[src/rtl/bpu_pkg.sv]
// Shared branch-predictor definitions: history/index widths and the
// checkpoint entry captured at fetch for each in-flight branch.
package bpu_pkg;

    localparam int GHR_W = 4;
    localparam int IDX_W = 4;

    // Snapshot of the pre-shift history, the PHT index used for the
    // prediction, and the predicted direction.
    typedef struct packed {
        logic [GHR_W-1:0] ghr;
        logic [IDX_W-1:0] idx;
        logic             pred;
    } ckpt_entry_t;

    // Shift one new outcome into the youngest end of a history register.
    function automatic logic [GHR_W-1:0] shiftHistory(input logic [GHR_W-1:0] hist,
                                                      input logic             bitIn);
        return {hist[GHR_W-2:0], bitIn};
    endfunction

endpackage

[src/rtl/ghr_ckpt_fifo.sv]
// Checkpoint queue for in-flight branches. Oldest entry is always visible
// on o_rdData; i_clear flushes everything when the front end is redirected.
module ghr_ckpt_fifo
    import bpu_pkg::*;
#(
    parameter int DEPTH = 4
) (
    input  logic                     clk,
    input  logic                     rst,
    input  logic                     i_push,
    input  ckpt_entry_t              i_wrData,
    input  logic                     i_pop,
    input  logic                     i_clear,
    output ckpt_entry_t              o_rdData,
    output logic [$clog2(DEPTH):0]   o_count,
    output logic                     o_full
);

    localparam int PW = $clog2(DEPTH);
    localparam int CW = PW + 1;
    localparam logic [CW-1:0] FULL_COUNT = CW'(DEPTH);

    ckpt_entry_t     r_mem [DEPTH];
    logic [PW-1:0]   r_wrPtr;
    logic [PW-1:0]   r_rdPtr;
    logic [CW-1:0]   r_count;

    logic            w_full;
    logic            w_empty;
    logic            w_doPush;
    logic            w_doPop;

    assign w_full   = (r_count == FULL_COUNT);
    assign w_empty  = (r_count == '0);
    assign w_doPush = i_push & ~w_full & ~i_clear;
    assign w_doPop  = i_pop & ~w_empty & ~i_clear;

    assign o_rdData = r_mem[r_rdPtr];
    assign o_count  = r_count;
    assign o_full   = w_full;

    // Entry storage needs no reset: only slots between the pointers are read.
    always_ff @(posedge clk) begin
        if (w_doPush) begin
            r_mem[r_wrPtr] <= i_wrData;
        end
    end

    // Pointers wrap naturally since DEPTH is a power of two; clear empties the queue.
    always_ff @(posedge clk or posedge rst) begin
        if (rst) begin
            r_wrPtr <= '0;
            r_rdPtr <= '0;
            r_count <= '0;
        end else if (i_clear) begin
            r_wrPtr <= '0;
            r_rdPtr <= '0;
            r_count <= '0;
        end else begin
            if (w_doPush) begin
                r_wrPtr <= r_wrPtr + PW'(1);
            end
            if (w_doPop) begin
                r_rdPtr <= r_rdPtr + PW'(1);
            end
            case ({w_doPush, w_doPop})
                2'b10:   r_count <= r_count + CW'(1);
                2'b01:   r_count <= r_count - CW'(1);
                default: r_count <= r_count;
            endcase
        end
    end

endmodule

[src/rtl/ghr_spec_ctrl.sv]
// Speculative global-history controller for the gshare predictor.
// Fetch advances a speculative history and checkpoints it; execute retires
// branches in order, maintains the committed history, repairs the
// speculative history on a wrong prediction and issues PHT training writes.
module ghr_spec_ctrl
    import bpu_pkg::*;
#(
    parameter int DEPTH = 4
) (
    input  logic                     clk,
    input  logic                     rst,
    input  logic                     fetch_br_valid,
    input  logic                     fetch_pred_taken,
    input  logic [31:0]              fetch_pc,
    output logic [IDX_W-1:0]         fetch_index,
    output logic                     fetch_stall,
    input  logic                     ex_br_valid,
    input  logic                     ex_taken,
    output logic                     ex_stall,
    output logic                     mispredict,
    output logic [GHR_W-1:0]         spec_ghr,
    output logic [GHR_W-1:0]         arch_ghr,
    output logic                     upd_valid,
    input  logic                     upd_ready,
    output logic [IDX_W-1:0]         upd_index,
    output logic                     upd_taken,
    output logic [$clog2(DEPTH):0]   ckpt_count,
    output logic                     err_underflow
);

    localparam int CW = $clog2(DEPTH) + 1;

    logic [GHR_W-1:0]  r_specGhr;
    logic [GHR_W-1:0]  r_archGhr;
    logic              r_mispredict;
    logic              r_updValid;
    logic [IDX_W-1:0]  r_updIndex;
    logic              r_updTaken;
    logic              r_errUnderflow;

    ckpt_entry_t       w_head;
    ckpt_entry_t       w_pushEntry;
    logic [CW-1:0]     w_count;
    logic              w_full;
    logic [IDX_W-1:0]  w_fetchIndex;
    logic              w_exStall;
    logic              w_push;
    logic              w_resolveTry;
    logic              w_resolve;
    logic              w_underflow;
    logic              w_mispred;
    logic              w_fifoPush;
    logic              w_fifoPop;
    logic              w_unusedPcBits;
    logic              w_unusedHeadMsb;

    // Only the low PC bits feed the gshare hash; the head's oldest history bit
    // shifts out during repair.
    assign w_unusedPcBits  = ^fetch_pc[31:IDX_W];
    assign w_unusedHeadMsb = w_head.ghr[GHR_W-1];

    assign w_fetchIndex = fetch_pc[IDX_W-1:0] ^ r_specGhr;
    assign w_exStall    = r_updValid & ~upd_ready;

    assign w_push       = fetch_br_valid & ~w_full;
    assign w_resolveTry = ex_br_valid & ~w_exStall;
    assign w_resolve    = w_resolveTry & (w_count != '0);
    assign w_underflow  = w_resolveTry & (w_count == '0);
    assign w_mispred    = w_resolve & (w_head.pred != ex_taken);

    // A wrong prediction flushes the queue, so any same-cycle fetch is wrong-path.
    assign w_fifoPush   = w_push & ~w_mispred;
    assign w_fifoPop    = w_resolve & ~w_mispred;

    assign w_pushEntry.ghr  = r_specGhr;
    assign w_pushEntry.idx  = w_fetchIndex;
    assign w_pushEntry.pred = fetch_pred_taken;

    ghr_ckpt_fifo #(
        .DEPTH (DEPTH)
    ) u_ckptFifo (
        .clk      (clk),
        .rst      (rst),
        .i_push   (w_fifoPush),
        .i_wrData (w_pushEntry),
        .i_pop    (w_fifoPop),
        .i_clear  (w_mispred),
        .o_rdData (w_head),
        .o_count  (w_count),
        .o_full   (w_full)
    );

    // Speculative history: repaired from the head checkpoint on a wrong
    // prediction, otherwise advanced by each accepted fetch prediction.
    always_ff @(posedge clk or posedge rst) begin
        if (rst) begin
            r_specGhr <= '0;
        end else if (w_mispred) begin
            r_specGhr <= shiftHistory(w_head.ghr, ex_taken);
        end else if (w_push) begin
            r_specGhr <= shiftHistory(r_specGhr, fetch_pred_taken);
        end
    end

    // Committed history advances with every resolved branch outcome.
    always_ff @(posedge clk or posedge rst) begin
        if (rst) begin
            r_archGhr <= '0;
        end else if (w_resolve) begin
            r_archGhr <= shiftHistory(r_archGhr, ex_taken);
        end
    end

    // One-cycle redirect pulse, and sticky flag for a resolve with nothing in flight.
    always_ff @(posedge clk or posedge rst) begin
        if (rst) begin
            r_mispredict   <= 1'b0;
            r_errUnderflow <= 1'b0;
        end else begin
            r_mispredict <= w_mispred;
            if (w_underflow) begin
                r_errUnderflow <= 1'b1;
            end
        end
    end

    // PHT training request: loads on resolve, holds while the PHT is busy,
    // and drops once accepted unless a new resolve reloads it.
    always_ff @(posedge clk or posedge rst) begin
        if (rst) begin
            r_updValid <= 1'b0;
            r_updIndex <= '0;
            r_updTaken <= 1'b0;
        end else if (w_resolve) begin
            r_updValid <= 1'b1;
            r_updIndex <= w_head.idx;
            r_updTaken <= ex_taken;
        end else if (r_updValid & upd_ready) begin
            r_updValid <= 1'b0;
            r_updIndex <= '0;
            r_updTaken <= 1'b0;
        end
    end

    assign fetch_index   = w_fetchIndex;
    assign fetch_stall   = w_full;
    assign ex_stall      = w_exStall;
    assign mispredict    = r_mispredict;
    assign spec_ghr      = r_specGhr;
    assign arch_ghr      = r_archGhr;
    assign upd_valid     = r_updValid;
    assign upd_index     = r_updIndex;
    assign upd_taken     = r_updTaken;
    assign ckpt_count    = w_count;
    assign err_underflow = r_errUnderflow;

endmodule
[config.mk]
export PLATFORM = sky130hd
export DESIGN_NAME = ghr_spec_ctrl
export DESIGN_NICKNAME = d
export VERILOG_FILES = /design/src/rtl/bpu_pkg.sv /design/src/rtl/ghr_ckpt_fifo.sv /design/src/rtl/ghr_spec_ctrl.sv
export SDC_FILE = /design/constraint.sdc
export NUM_CORES = 1
export LEC_CHECK = 0
export BUFFER_PORTS_ARGS = -buffer_cell sky130_fd_sc_hd__buf_2
export CAP_MARGIN = 0
export CORE_ASPECT_RATIO = 2
export CORE_MARGIN = 2
export CORE_UTILIZATION = 45
export DETAILED_ROUTE_END_ITERATION = 8
export PLACE_DENSITY = 0.7
export SYNTH_ARGS = -nofsm -noshare
export SYNTH_HDL_FRONTEND = slang
export SYNTH_SLANG_ARGS = --single-unit
[constraint.sdc]
create_clock -name clk -period 3.3 [get_ports clk]
set_input_delay 0.165 -clock clk [delete_from_list [all_inputs] [get_ports clk]]
set_output_delay 0.165 -clock clk [all_outputs]
set_load 0.005 [all_outputs]
## Word-level counts from Yosys, hierarchy flattened

Memories as Yosys holds them, arrays and structs flattened.
Index checks and enable logic that the tools add are counted.

| word-level totals | value |
|---|---|
| word-level logic and storage cells | 60 |
| flip-flop bits (word level) | 23 |
| memory bits (writable) | 36 |
| output and inout bits | 25 |
| memories kept | 1 |

| operators by class | value |
|---|---|
| bitwise gates (word level) | 19 |
| $add $sub $neg | 4 |
| muxes and demuxes | 15 |
| reductions and logical operators | 7 |
| equal/unequal tests | 4 |

Memories:

| name | depth | width | read ports | clocked after memory_dff | wr ports | RTL line | RTL |
|---|---|---|---|---|---|---|---|
| u_ckptFifo.r_mem | 4 | 9 | 1 | 0 | 1 | ghr_ckpt_fifo.sv:23 | `ckpt_entry_t r_mem [DEPTH];` |

Operator list:

| operator | count |
|---|---|
| 4-bit 2-to-1 mux | 4 |
| 1-bit AND | 13 |
| 2-bit 2-to-1 mux | 4 |
| 2-bit nonzero test | 4 |
| 3-bit one-hot mux with 2 select lines | 1 |
| 3-bit nonzero test | 2 |
| 1-bit 2-to-1 mux | 5 |
| 1-bit inverter | 5 |
| 2-bit by 1-bit adder with 2-bit output, second input constant | 2 |
| 4-bit bitwise XOR | 1 |
| 3-bit by 1-bit adder with 3-bit output, second input constant | 1 |
| 3-bit == test, second input constant | 1 |
| 3-bit logical NOT | 1 |
| 3-bit 2-to-1 mux | 1 |
| 3-bit by 1-bit subtractor with 3-bit output, second input constant | 1 |
| 2-bit by 1-bit == test with 1-bit output, second input constant | 1 |
| 2-bit == test, second input constant | 1 |
| 1-bit inequality test | 1 |

## Logic depth before layout (Yosys ltp)

| depth | value |
|---|---|
| depth in word-level cells | 13 |
| gate-level depth with buffers | 12 |

## By module

A second synthesis with hierarchy kept.

| unflattened totals | value |
|---|---|
| cells, all modules | 184 |
| area total of the unflattened synthesis | 2,665.1 um^2 |

By module, submodules not included:

| module | cells an instance | times used | area each (um^2) |
|---|---|---|---|
| ghr_ckpt_fifo | 111 | 1 | 1,860.5 |
| ghr_spec_ctrl | 73 | 1 | 804.5 |

## Worst setup path before layout

No wires, ideal clock.

| timing path | value |
|---|---|
| kind | reg-to-reg |
| from | mem u_ckptFifo.r_mem[2][0] (netlist bit) |
| to | reg u_ckptFifo.r_count[2], in the netlist u_ckptFifo.o_count[2] |
| required time | 3.181 ns |
| setup slack | 0.665 ns |
| setup time | 0.119 ns |
| arrival time | 2.517 ns |
| cell stages (with the launch flop) | 12 |
| path through | edfxtp_1 mux4_2 xnor2_1 and2_1 buf_6 or2_1 ha_1 fa_1 xnor2_1 nor2_1 xnor2_1 nor2_1 |

| on the way | value |
|---|---|
| cells in the longest elaborated chain, start to end | 10 |

Ends and longest elaborated chain:

| what | RTL line | RTL |
|---|---|---|
| from (decl) | ghr_ckpt_fifo.sv:23 |  |
| memory 4 x 9 bit * | n/a |  |
| 1-bit inequality test * | ghr_spec_ctrl.sv:69 | `assign w_mispred = w_resolve & (w_head.pred != ex_taken);` |
| 1-bit AND * | ghr_spec_ctrl.sv:69 |  |
| 1-bit inverter | n/a |  |
| 1-bit AND, on equally long branches | ghr_spec_ctrl.sv:73, ghr_spec_ctrl.sv:72 |  |
| 1-bit AND, on equally long branches (2 in a row) | ghr_ckpt_fifo.sv:36, ghr_ckpt_fifo.sv:35 |  |
| 2-bit by 1-bit == test with 1-bit output or 2-bit == test (tied branches) | ghr_ckpt_fifo.sv:66 | `case ({w_doPush, w_doPop})` |
| 3-bit one-hot mux with 2 select lines | ghr_ckpt_fifo.sv:66 |  |
| 3-bit 2-to-1 mux | ghr_ckpt_fifo.sv:55 | `end else if (i_clear) begin` |
| to (signal assigned) | ghr_ckpt_fifo.sv:67 | `2'b10: r_count <= r_count + CW'(1);` |
| to (signal assigned) | ghr_ckpt_fifo.sv:68 | `2'b01: r_count <= r_count - CW'(1);` |
| to (signal assigned) | ghr_ckpt_fifo.sv:69 | `default: r_count <= r_count;` |
| to (decl) | ghr_ckpt_fifo.sv:26 | `logic [CW-1:0] r_count;` |

Mark *: on every way between the ends. The rest lies on a longest branch, timed or not.
A chain may end at the register's enable or synchronous reset.

## Worst setup path after layout

| timing path | value |
|---|---|
| from | reg u_ckptFifo.r_rdPtr[1] |
| to | reg u_ckptFifo.r_count[2], in the netlist u_ckptFifo.o_count[2] |

| on the way | value |
|---|---|
| cells in the longest elaborated chain, start to end | 10 |

Ends and longest elaborated chain:

| what | RTL line | RTL |
|---|---|---|
| from (decl) | ghr_ckpt_fifo.sv:25 | `logic [PW-1:0] r_rdPtr;` |
| from (signal assigned) | ghr_ckpt_fifo.sv:64 | `r_rdPtr <= r_rdPtr + PW'(1);` |
| memory 4 x 9 bit * | n/a |  |
| 1-bit inequality test * | ghr_spec_ctrl.sv:69 |  |
| 1-bit AND * | ghr_spec_ctrl.sv:69 |  |
| 1-bit inverter | n/a |  |
| 1-bit AND, on equally long branches | ghr_spec_ctrl.sv:73, ghr_spec_ctrl.sv:72 |  |
| 1-bit AND, on equally long branches (2 in a row) | ghr_ckpt_fifo.sv:36, ghr_ckpt_fifo.sv:35 |  |
| 2-bit by 1-bit == test with 1-bit output or 2-bit == test (tied branches) | ghr_ckpt_fifo.sv:66 |  |
| 3-bit one-hot mux with 2 select lines | ghr_ckpt_fifo.sv:66 |  |
| 3-bit 2-to-1 mux | ghr_ckpt_fifo.sv:55 |  |

Marks and branches as above.

==> flow_summary_export.csv <==
group,metric,value,unit
outcome,status,"finished, final reports clean",
sta,rsz0062_at_grt,"no",
yosys,synth_adder_area_share,0.0348,
yosys,synthMuxAreaShare,0.118,
yosys,synth-compound-area-share,0.0253,
place,dp_hpwl,2.96,mm
final_layout,synthToLayoutAreaGrowth,14.5,%
global_route,grt_overflow_total,0,
final_layout,mostFrequentLayoutCell,"buf_2",
yosys,yosysWarnings,0,
place,pre_cts_slack,517,ps
drt,antenna_left,0,
power_and_ir_drop,seqPwrFrac,0.471,
cts,clkSlewWorstSetupHoldPaths,90,ps
final_layout,diodes,0,
cts,clockRootBuffer,"clkbuf_8",
global_route,grt_pass1_vias,1400,
yosys,async_flop_share,0.418,
power_and_ir_drop,switching_share,0.323,
yosys,synth_top_family_by_area,"multiplexers",
yosys,syn_avg_cell_area,15.0,sq um
setup_path,path_class,"flip-flop to flip-flop",
drt,drt-initial-drc-count,23,
drt,wl,4.09,mm
yosys,ys_ff_latch,55,
final_layout,final_nets,244,
drt,vias,1347,
power_and_ir_drop,p_sw,0.803,mW
setup_path,critPathMostFrequentCell,"xnor2_1",
final_layout,postLayoutCoreUtil,0.529,
setup_path,critPathLaunchType,"flip-flop",
sta,worstMarginPinSlew,901,ps
power_and_ir_drop,p_int,1.68,mW
place,placed_area,2610,sq um
setup_path,max_stage_delay,610,ps
yosys,synth_edf_count,32,
power_and_ir_drop,clockPowerShare,0.174,
setup_path,crit_path_end_kind,"flip-flop",
sta,fmax,361,MHz
sta,hold_viol_final,0,
setup_path,cp_cell_sequence,"mux4_2 -> xnor2_1 -> and2_1 -> or2_1 -> ha_1 -> fa_1 -> xnor2_1 -> nor2_1 -> xnor2_1 -> nor2_1",
die,core_area,5140,sq um
drt,dr.pass1.iters,4,
cts,cts_max_level,2,
global_route,met1_usage,0.173,
die,die-width,55.4,microns
yosys,synthDistinctLibCells,33,
cts,numClockSinks,55,
final_layout,drive_gt1_frac,0.335,
global_route,grt_max_degree,24,
power_and_ir_drop,power_density,912,nW/um^2
yosys,syn_nets,203,
drt,routed_via_density,5.22,
job,maxCapViolCount,0,
die,dieArea,5910,sq um
min_path,holdCritPathClass,"input pin to asynchronous set/reset pin",
sta,fin_skew,3.74,ps
final_layout,final_cell_mix,"35 x buf_2, 32 x edfxtp_1, 23 x dfrtp_1",
sta,setup_viol,0,
setup_path,critPathSlowestCell,"dfrtp_1",
final_layout,nFillCells,447,
sta,fin_crit,2770,ps
die,die_y,107,microns
die,fp-row-count,37,
die,ios,64,
final_layout,final_cell_count_no_fill,258,
cts,post-cts-setup-buffers,0,
yosys,synth-seq-area-share,0.647,
power_and_ir_drop,vdd_drop_max,480,uV
sta,relSlewSlack,0.399,
cts,cts_tree,"built",
power_and_ir_drop,leakage,1.16,nW
global_route,grt_pass1_wl,6.96,mm
setup_path,cp.arrival,2970,ps
place,finalWeightedCongestion,0.672,
place,dp.cells,250,
yosys,synth_top_flop_cell,"edfxtp_1",
place,numPortBuffers,35,
global_route,busiest_layer,"met2",
cts,clock_latency,300,ps
drt,wl_per_cell,15.8,microns
global_route,use_met3,0.0290,
power_and_ir_drop,comb_power_share,0.355,
yosys,yosys.area_share.xor_xnor,0.0405,
sta,hold_ws,40.5,ps
yosys,netlist_area,2380,sq um
global_route,antenna_found_initial,0,
global_route,grt_use_met2,0.279,
cts,cts_max_path_buffers,2,
yosys,yosys.area_share.simple,0.102,
sta,drv_slew,0,
die,initial_core_util,0.462,
cts,cts-resized-gates,0,
setup_path,worstPathMaxFanout,10,
cts,cts_made_buffers,5,
power_and_ir_drop,p_total,2.48,mW
yosys,synth_cells,158,
final_layout,fin_area,2720,sq um
cts,cts_hold_buf,0,
setup_path,crit_required,3500,ps
drt,drc_errors,0,
sta,timing.final.ws_setup,529,ps
sta,setup-tns-final,0,ps
global_route,grt.total_usage,0.154,
sta,timing.final.crit_share,0.840,
-- state kept, by name, summed over array words and instances (netlist names) --
register / cells
err_underflow: 1
upd_taken: 1
u_ckptFifo.r_wrPtr: 2
upd_index: 4
u_ckptFifo.r_rdPtr: 2
mispredict: 1
u_ckptFifo.r_mem: 32
spec_ghr: 4
upd_valid: 1
arch_ghr: 4
u_ckptFifo.o_count: 3
-- power by group through the flow --
| stage | registers [mW] | logic (mW) | clock network [mW] |
|---|---|---|---|
| 6_report | 1.17 | 0.881 | 0.432 |
| 5_1_grt | 1.21 | 0.987 | 0.469 |
| 4_1_cts | 1.18 | 0.901 | 0.441 |
| 3_5_place_dp | 1.19 | 0.899 | 0 |
| 3_3_place_gp | 1.18 | 0.877 | 0 |
| 2_1_floorplan | 1.14 | 0.636 | 0 |
-- cell families (layout without fill, tap and decap cells) --
family / count (synthesis) / count (layout)
compound gates: 10 / 10
xor+xnor: 11 / 11
fa+ha+maj: 6 / 6
buf+inv: 15 / 57
flops: 55 / 55
mux: 16 / 16
simple gates: 45 / 45
-- layer usage --
metal / part of all wire / routed length, microns
met5: 0 / 0
met4: 0.019 / 76
met3: 0.025 / 102
met2: 0.57 / 2320
met1: 0.39 / 1590
-- critical path: cells and delay by family (launching register included) --
| kind | cells | cell delay [ps] |
|---|---|---|
| and+or+nand+nor | 4 | 580 |
| DFF | 1 | 610 |
| adders and majority gates | 2 | 630 |
| xor gates and xnor gates | 3 | 440 |
| muxes | 1 | 420 |
-- worst paths after layout --
path	from	to	slack (ps)	cells past startpoint
min in group clk	fetch_pred_taken	u_ckptFifo.r_mem[2][0]$_DFFE_PP_	100	1
worst min-delay path	rst	u_ckptFifo.o_count[1]$_DFFE_PP0P_	40	2
worst max register to register	u_ckptFifo.r_rdPtr[1]$_DFFE_PP0P_	u_ckptFifo.o_count[2]$_DFFE_PP0P_	530	10
worst max-delay path	u_ckptFifo.r_rdPtr[1]$_DFFE_PP0P_	u_ckptFifo.o_count[2]$_DFFE_PP0P_	530	10
max in group asynchronous	rst	spec_ghr[2]$_DFFE_PP0P_	2710	2
worst min register to register	arch_ghr[3]$_DFFE_PP0P_	arch_ghr[3]$_DFFE_PP0P_	480	2
-- cells in the mapped netlist, types with 2 or more instances --
master	instances	share of area
nor2_1	7	0.011
buf_6	2	0.0095
ha_1	5	0.026
xnor2_1	5	0.018
mux4_2	8	0.076
nand3_1	8	0.017
dfrtp_1	23	0.24
xor2_1	6	0.022
nand2_1	18	0.028
o21ai_0	2	0.0042
o21ai_1	4	0.0084
mux2_2	3	0.014
edfxtp_1	32	0.40
inv_1	9	0.014
nor3b_2	5	0.026
mux2_4	3	0.019
buf_2	2	0.0042
-- final cells by class --
cell class | instances | area, sq um | share of cell area
clock inverters | 1 | 30.0 | 0.0110
well taps | 58 | 72.6 | 0.0267
clock buffers | 7 | 76.3 | 0.0281
flip-flops and latches | 55 | 1540 | 0.565
multi-input cells | 88 | 762 | 0.280
inverters | 10 | 37.5 | 0.0138
repair buffers | 39 | 205 | 0.0754
Note: power is estimated with default switching activity, not from simulation.
